### config.mk
export PLATFORM = sky130hd
export DESIGN_NAME = tx_frame_ctrl_flat
export DESIGN_NICKNAME = d
export VERILOG_FILES = /design/src/rtl/tx_frame_ctrl_if.sv /design/src/rtl/tx_frame_ctrl.sv /design/src/flat_wrapper.sv
export SDC_FILE = /design/constraint.sdc
export NUM_CORES = 1
export LEC_CHECK = 0
export ABC_CLOCK_PERIOD_IN_PS = 3400
export BUFFER_PORTS_ARGS = -buffer_cell sky130_fd_sc_hd__buf_2
export CAP_MARGIN = 0
export CORE_MARGIN = 2
export CORE_UTILIZATION = 38
export CTS_BUF_LIST = sky130_fd_sc_hd__clkbuf_2
export DETAILED_ROUTE_END_ITERATION = 8
export PLACE_DENSITY = 0.65
export SYNTH_ARGS = -nofsm -noshare
export SYNTH_HDL_FRONTEND = slang
export SYNTH_SLANG_ARGS = --single-unit
export TNS_END_PERCENT = 50
### constraint.sdc
create_clock -name CLK -period 3.4 [get_ports CLK]
set_clock_uncertainty 0.1 [all_clocks]
set_input_delay 0.17 -clock CLK [delete_from_list [all_inputs] [get_ports CLK]]
set_output_delay 0.17 -clock CLK [all_outputs]
set_load 0.03 [all_outputs]
### src/rtl/tx_frame_ctrl_if.sv
`default_nettype none
// ---------------------------------------------------------------------------
// tx_frame_ctrl_if : FIFO read port + UART TX handshake bundle
// Revision: 1.0
// ---------------------------------------------------------------------------
interface tx_frame_ctrl_if #(
  parameter int BUS_WIDTH  = 8,
  parameter int DATA_WIDTH = 16
);
  logic                  tx_en;
  logic                  fifo_empty;
  logic [DATA_WIDTH-1:0] fifo_rd_data;
  logic                  byte_mode;
  logic                  tx_busy;
  logic                  fifo_rd_inc;
  logic [BUS_WIDTH-1:0]  tx_p_data;
  logic                  tx_data_valid;
  logic                  ctrl_busy;
  logic                  timeout_err;

  // master = environment (FIFO + UART), slave = the frame controller
  modport master (
    output tx_en, fifo_empty, fifo_rd_data, byte_mode, tx_busy,
    input  fifo_rd_inc, tx_p_data, tx_data_valid, ctrl_busy, timeout_err
  );

  modport slave (
    input  tx_en, fifo_empty, fifo_rd_data, byte_mode, tx_busy,
    output fifo_rd_inc, tx_p_data, tx_data_valid, ctrl_busy, timeout_err
  );
endinterface
`default_nettype wire

### src/rtl/tx_frame_ctrl.sv
`default_nettype none
// ---------------------------------------------------------------------------
// tx_frame_ctrl : drains 16-bit FIFO words to the UART TX, low byte first
// Revision: 1.0
// ---------------------------------------------------------------------------
module tx_frame_ctrl #(
  parameter int BUS_WIDTH    = 8,
  parameter int DATA_WIDTH   = 16,
  parameter int BUSY_TIMEOUT = 8
) (
  input  logic           CLK,
  input  logic           RST,
  tx_frame_ctrl_if.slave bus
);

  typedef enum logic [2:0] {
    IDLE       = 3'd0,
    POP        = 3'd1,
    SEND       = 3'd2,
    WAIT_START = 3'd3,
    WAIT_DONE  = 3'd4
  } state_t;

  localparam logic [7:0] c_timeout_last = 8'(BUSY_TIMEOUT - 1);

  state_t                state_q, state_d;
  logic [DATA_WIDTH-1:0] word_q, word_d;
  logic                  mode_q, mode_d;
  logic                  byte_idx_q, byte_idx_d;
  logic [7:0]            cnt_q, cnt_d;
  logic                  fifo_rd_inc_q, fifo_rd_inc_d;
  logic [BUS_WIDTH-1:0]  tx_p_data_q, tx_p_data_d;
  logic                  tx_data_valid_q, tx_data_valid_d;
  logic                  ctrl_busy_q, ctrl_busy_d;
  logic                  timeout_err_q, timeout_err_d;

  always_comb begin
    state_d         = state_q;
    word_d          = word_q;
    mode_d          = mode_q;
    byte_idx_d      = byte_idx_q;
    cnt_d           = cnt_q;
    fifo_rd_inc_d   = 1'b0;
    tx_p_data_d     = tx_p_data_q;
    tx_data_valid_d = 1'b0;
    timeout_err_d   = 1'b0;

    case (state_q)
      IDLE: begin
        if (bus.tx_en && !bus.fifo_empty) begin
          word_d        = bus.fifo_rd_data;
          mode_d        = bus.byte_mode;
          byte_idx_d    = 1'b0;
          fifo_rd_inc_d = 1'b1;
          state_d       = POP;
        end
      end
      POP: begin
        state_d = SEND;
      end
      SEND: begin
        if (!bus.tx_busy) begin
          tx_p_data_d     = byte_idx_q ? word_q[DATA_WIDTH-1 -: BUS_WIDTH]
                                       : word_q[BUS_WIDTH-1:0];
          tx_data_valid_d = 1'b1;
          cnt_d           = '0;
          state_d         = WAIT_START;
        end
      end
      WAIT_START: begin
        // Transmitter never acknowledged: drop the remainder of the word.
        if (bus.tx_busy) begin
          state_d = WAIT_DONE;
        end else if (cnt_q == c_timeout_last) begin
          timeout_err_d = 1'b1;
          state_d       = IDLE;
        end else begin
          cnt_d = cnt_q + 8'd1;
        end
      end
      WAIT_DONE: begin
        if (!bus.tx_busy) begin
          if (!byte_idx_q && !mode_q) begin
            byte_idx_d = 1'b1;
            state_d    = SEND;
          end else begin
            state_d = IDLE;
          end
        end
      end
      default: state_d = IDLE;
    endcase

    ctrl_busy_d = (state_d != IDLE);
  end

  always_ff @(posedge CLK) begin
    if (RST) begin
      state_q         <= IDLE;
      word_q          <= '0;
      mode_q          <= 1'b0;
      byte_idx_q      <= 1'b0;
      cnt_q           <= '0;
      fifo_rd_inc_q   <= 1'b0;
      tx_p_data_q     <= '0;
      tx_data_valid_q <= 1'b0;
      ctrl_busy_q     <= 1'b0;
      timeout_err_q   <= 1'b0;
    end else begin
      state_q         <= state_d;
      word_q          <= word_d;
      mode_q          <= mode_d;
      byte_idx_q      <= byte_idx_d;
      cnt_q           <= cnt_d;
      fifo_rd_inc_q   <= fifo_rd_inc_d;
      tx_p_data_q     <= tx_p_data_d;
      tx_data_valid_q <= tx_data_valid_d;
      ctrl_busy_q     <= ctrl_busy_d;
      timeout_err_q   <= timeout_err_d;
    end
  end

  assign bus.fifo_rd_inc   = fifo_rd_inc_q;
  assign bus.tx_p_data     = tx_p_data_q;
  assign bus.tx_data_valid = tx_data_valid_q;
  assign bus.ctrl_busy     = ctrl_busy_q;
  assign bus.timeout_err   = timeout_err_q;

endmodule
`default_nettype wire

### src/flat_wrapper.sv
// flat-port wrapper written by rule: the top's interface ports become plain ports
module tx_frame_ctrl_flat 
#(
  parameter int BUS_WIDTH    = 8,
  parameter int DATA_WIDTH   = 16,
  parameter int BUSY_TIMEOUT = 8
)
  (CLK, RST, bus_tx_en, bus_fifo_empty, bus_fifo_rd_data, bus_byte_mode, bus_tx_busy, bus_fifo_rd_inc, bus_tx_p_data, bus_tx_data_valid, bus_ctrl_busy, bus_timeout_err);
  tx_frame_ctrl_if #(.BUS_WIDTH(BUS_WIDTH), .DATA_WIDTH(DATA_WIDTH)) bus_i ();
  input  logic CLK;
  input  logic RST;
  input wire logic [$bits(bus_i.tx_en)-1:0] bus_tx_en;
  input wire logic [$bits(bus_i.fifo_empty)-1:0] bus_fifo_empty;
  input wire logic [$bits(bus_i.fifo_rd_data)-1:0] bus_fifo_rd_data;
  input wire logic [$bits(bus_i.byte_mode)-1:0] bus_byte_mode;
  input wire logic [$bits(bus_i.tx_busy)-1:0] bus_tx_busy;
  output wire logic [$bits(bus_i.fifo_rd_inc)-1:0] bus_fifo_rd_inc;
  output wire logic [$bits(bus_i.tx_p_data)-1:0] bus_tx_p_data;
  output wire logic [$bits(bus_i.tx_data_valid)-1:0] bus_tx_data_valid;
  output wire logic [$bits(bus_i.ctrl_busy)-1:0] bus_ctrl_busy;
  output wire logic [$bits(bus_i.timeout_err)-1:0] bus_timeout_err;
  assign bus_i.tx_en = bus_tx_en;
  assign bus_i.fifo_empty = bus_fifo_empty;
  assign bus_i.fifo_rd_data = bus_fifo_rd_data;
  assign bus_i.byte_mode = bus_byte_mode;
  assign bus_i.tx_busy = bus_tx_busy;
  assign bus_fifo_rd_inc = bus_i.fifo_rd_inc;
  assign bus_tx_p_data = bus_i.tx_p_data;
  assign bus_tx_data_valid = bus_i.tx_data_valid;
  assign bus_ctrl_busy = bus_i.ctrl_busy;
  assign bus_timeout_err = bus_i.timeout_err;
  tx_frame_ctrl #(.BUS_WIDTH(BUS_WIDTH), .DATA_WIDTH(DATA_WIDTH), .BUSY_TIMEOUT(BUSY_TIMEOUT)) u_core (.CLK(CLK), .RST(RST), .bus(bus_i));
endmodule
Word-level counts from Yosys, hierarchy flattened
Index checks and enable logic that the tools add are counted.

storage, ports and cells
  input port bits = 22
  word-level logic and storage cells = 61
  register bits after elaboration = 41

cells by class
  $add $sub $neg = 1
  bitwise gates (word level) = 4
  equal/unequal tests = 11
  reductions and logical operators = 16
  multiplexer cells = 19

operators with widths
  operator             count
  $mux 8               4
  $pmux 8 s2           1
  $mux 3               5
  $pmux 3 s5           1
  $add 8x1->8 const B  1
  $eq 8x3->1 const B   1
  $ne 2x2->1 const B   4
  $reduce_and 4->1     2
  $eq 3x2->1 const B   2
  $mux 1               6
  $ne 2x1->1 const B   2
  $not 1->1            4
  $reduce_and 2->1     2
  $reduce_bool 2->1    2
  $reduce_or 2->1      2
  $eq 3x1->1 const B   1
  $eq 3x3->1 const B   1
  $logic_not 1->1      3
  $logic_not 3->1      1
  $reduce_bool 3->1    1
  $reduce_or 3->1      1
  $logic_and 1x1->1    2
  $mux 2               1
  $pmux 1 s2           1

Longest topological paths before layout
  word-level depth = 6
  gate-level depth with buffers = 7
  gate-level depth less buffers = 5

Worst setup path after synthesis
Ideal clock, no wire load.

  path type = flip-flop to flip-flop
  start = reg u_core.cnt_q[7]
  end = reg u_core.cnt_q[2]
  stages on the path, launching flop included = 5
  setup slack = 1.593 ns
  arrival = 1.628 ns
  path buffers = 0
  setup time = 0.079 ns
  cells stage by stage = dfxtp_1 > or4_4 > or3_4 > a31o_1 > a211oi_2

on the way
  longest elaborated chain between the ends = 3

ends and longest elaborated chain
  item                               RTL line              RTL
  start: declaration                 tx_frame_ctrl.sv:30   logic [7:0] cnt_q, cnt_d;
  start signal: assignment           tx_frame_ctrl.sv:114  cnt_q <= cnt_d;
  $eq 8x3->1                         tx_frame_ctrl.sv:74   end else if (cnt_q == c_timeout_last) begin
  $ne 2x2->1 (no source line)        n/a
  $reduce_and 4->1 (no source line)  n/a

Every way passes these cells.
A chain may end at the register's enable or synchronous reset.

Final worst setup path
  start = reg u_core.cnt_q[4]
  end = reg u_core.ctrl_busy_q, in the netlist u_core.bus.ctrl_busy

on the way
  longest elaborated chain between the ends = 5

ends and longest elaborated chain
  item                    RTL line              RTL
  $eq 8x3->1              tx_frame_ctrl.sv:74
  $mux 3                  tx_frame_ctrl.sv:74
  $mux 3                  tx_frame_ctrl.sv:72   if (bus.tx_busy) begin
  $pmux 3 s5              tx_frame_ctrl.sv:48   case (state_q)
  $reduce_bool 3->1       tx_frame_ctrl.sv:94   ctrl_busy_d = (state_d != IDLE);
  end signal: assignment  tx_frame_ctrl.sv:118  ctrl_busy_q <= ctrl_busy_d;
  end: declaration        tx_frame_ctrl.sv:34   logic ctrl_busy_q, ctrl_busy_d;

Every way passes these cells.

==> metrics.cfg <==
[yosys]
ys.flop_type = dfxtp_1
synth-seq-area-share = 0.495
synth.distinct_cells = 35
yosysTopAreaCell = dfxtp_1
synth.top_cell.area_share = 0.495
yosysWarnings = 0
synth-seq-cells = 41
synth_edf_count = 0
synth_area_leaders = dfxtp_1, nand2_1, a21oi_1
avgSynthCellArea_sq_um = 8.81
netlist_area_sq_um = 1660
synthCells = 188
synth_common_cells = dfxtp_1, nand2_1, a21oi_1
syn_nets = 211
synthArstFlopShare = 0
yosysMostFrequentCell = dfxtp_1

[sta]
drv_slew = 0
finalCritPeriodShare = 0.580
finalSetupViolCount = 0
max_freq_ghz = 0.507
setup_tns_ns = 0
period_needed_ns = 1.97
hold_viol_final = 0
slew_headroom = 0.493
tightest_slew_ns = 0.758
grt_setup_unrepaired = no

[critical_path]
ff2ff_path_depth = 4
required_ns = 3.61
critPathLaunch = u_core.cnt_q[4]
worst-path-buf-inv = 0
cp-end-kind = register
crit_family = simple AND/OR/NAND/NOR gates
critPathMaxStageDelay_ns = 0.54
critPathArrivalTime_ns = 2.18
ff2ff_setup_slack_ns = 1.43
crit_chain = or4_4, o41ai_2, a31oi_1, or2_1
path_class = register to register
r2r_start = u_core.cnt_q[4]
crit_path_max_fanout = 4
path_depth = 4
slowest_stage = or4_4
critPathLaunchType = register
r2r_end = u_core.bus.ctrl_busy

[die]
coreArea_sq_um = 4260
die_w_um = 70.0
dieArea_sq_um = 4900
start_util = 0.388
row_count = 24
fp.dieH_um = 70.0
ios = 34

[worst_hold_path]
hold_path.class = input pin to register
hold_end = u_core.bus.fifo_rd_inc
min_from = RST
whs_path_depth = 2

[placed_design]
hpwl_mm = 2.20
io_buffers = 33
gp_congestion = 0.828

[power]
cellPowerDensity_nw_per_um2 = 401
ir_worst_vdd_uv = 230
cellLeakagePower_nw = 0.798

[route]
wl_per_cell_um = 12.2
dr.pass1.iters = 4
vias_per_cell = 4.93
vias = 1421
wl_met2_mm = 1.55
drc = 0
wl_met3_um = 122
ant_nets = 0
top_layer = met4
wl_met1_mm = 1.76
first_iter_violations = 79
routed_wl_mm = 3.52

[global_route]
antenna_found_initial = 0
grt_overflow_total = 0
grt_util_all_layers = 0.155
first_global_vias = 1328
grt_pass1_wl_mm = 6.09
grt_max_degree = 40

[clock_network]
cts_setup_buffers = 0
ctsHtreeMaxLevel = 2
root_buffer = clkbuf_2
clkLatencyLatePin_ns = 0.40
cts_tree = done
clkTransAtPathRegs_ns = 0.21
cts_buffer_depth = 2
cts.sinks = 41
cts_buffers = 5

[finish]
nets = 258
drive_gt1_frac = 0.208
area_delta_synth_final_pct = 25.0
diodes = 0
final_util = 0.486

[flow_run]
max_cap_viol_count = 0

[outcome]
status = complete, no violations

[state kept, by name (all words and copies together), names as in the netlist]
name	flops
u_core.byte_idx_q	1
u_core.state_q	3
u_core.word_q	16
u_core.bus.tx_p_data	8
u_core.bus.ctrl_busy	1
u_core.bus.tx_data_valid	1
u_core.bus.timeout_err	1
u_core.bus.fifo_rd_inc	1
u_core.mode_q	1
u_core.cnt_q	8
[cells in the final DEF (no fill, tap or decap), types with 4 or more instances in the layout]
master,Yosys,layout
a211oi_1,8,8
nand4_1,4,4
nor3_1,7,7
dlygate4sd3_1,0,18
mux2i_1,9,9
xor2_1,4,4
a21oi_1,23,23
clkbuf_2,0,5
buf_2,1,33
nor2_1,14,14
dfxtp_1,41,41
nand2_1,37,37
[routing by layer]
layer  vias to the layer above  GRT usage
met3                         8     0.0404
met2                        26      0.234
li1                        753          -
met4                         0     0.0684
met5                         -          0
met1                       634      0.209
[what timing repair did]
| action | in CTS | in global routing |
|---|---|---|
| endpoints found under the hold margin | 18 | 0 |
| hold buffers | 18 | 0 |
| resized for setup | 0 | 0 |
[stage by stage]
stage          cells  power, W  hold WS, ns  cell area [sq um]  setup slack (ns)
4_1_cts          288  0.000837        0.181               2070              1.44
6_report         288  0.000830        0.190               2070              1.43
5_1_grt          288  0.000877        0.191               2070              1.31
3_3_place_gp     262  0.000615        0.313               1850              1.48
2_1_floorplan    188  0.000585        0.154               1660              1.59
3_5_place_dp     262  0.000616        0.316               1850              1.46
[worst max path at each step]
stage                                       to  slack, ns
after floorplan                u_core.cnt_q[2]       1.59
after global placement    u_core.bus.ctrl_busy       1.48
after global routing      u_core.bus.ctrl_busy       1.31
final                     u_core.bus.ctrl_busy       1.43
after detailed placement  u_core.bus.ctrl_busy       1.46
after CTS                 u_core.bus.ctrl_busy       1.44
[cell families after synthesis]
logic type | synth area share
and+or+nand+nor | 0.235
AOI/OAI and AO/OA | 0.156
DFF | 0.495
buffers and inverters | 0.0302
muxes | 0.0544
xor gates and xnor gates | 0.0211
adders and majority gates | 0.00755
[power by group]
part	switching [W]	internal (W)	leakage, nW
combinational	0.0000630	0.0000473	0.436
clock	0.000160	0.0000480	0.0287
sequential	0.0000108	0.000501	0.333
total	0.000234	0.000596	0.798
[final cells by class]
cell class / count / area (sq um)
well taps: 52 / 65.1
fillers: 434 / 2190
repair buffers: 52 / 353
clock inverters: 3 / 17.5
flip-flops and latches: 41 / 821
clock buffers: 5 / 25.0
inverters: 1 / 3.75
multi-input cells: 134 / 786
(Power assumes the default switching activity.)
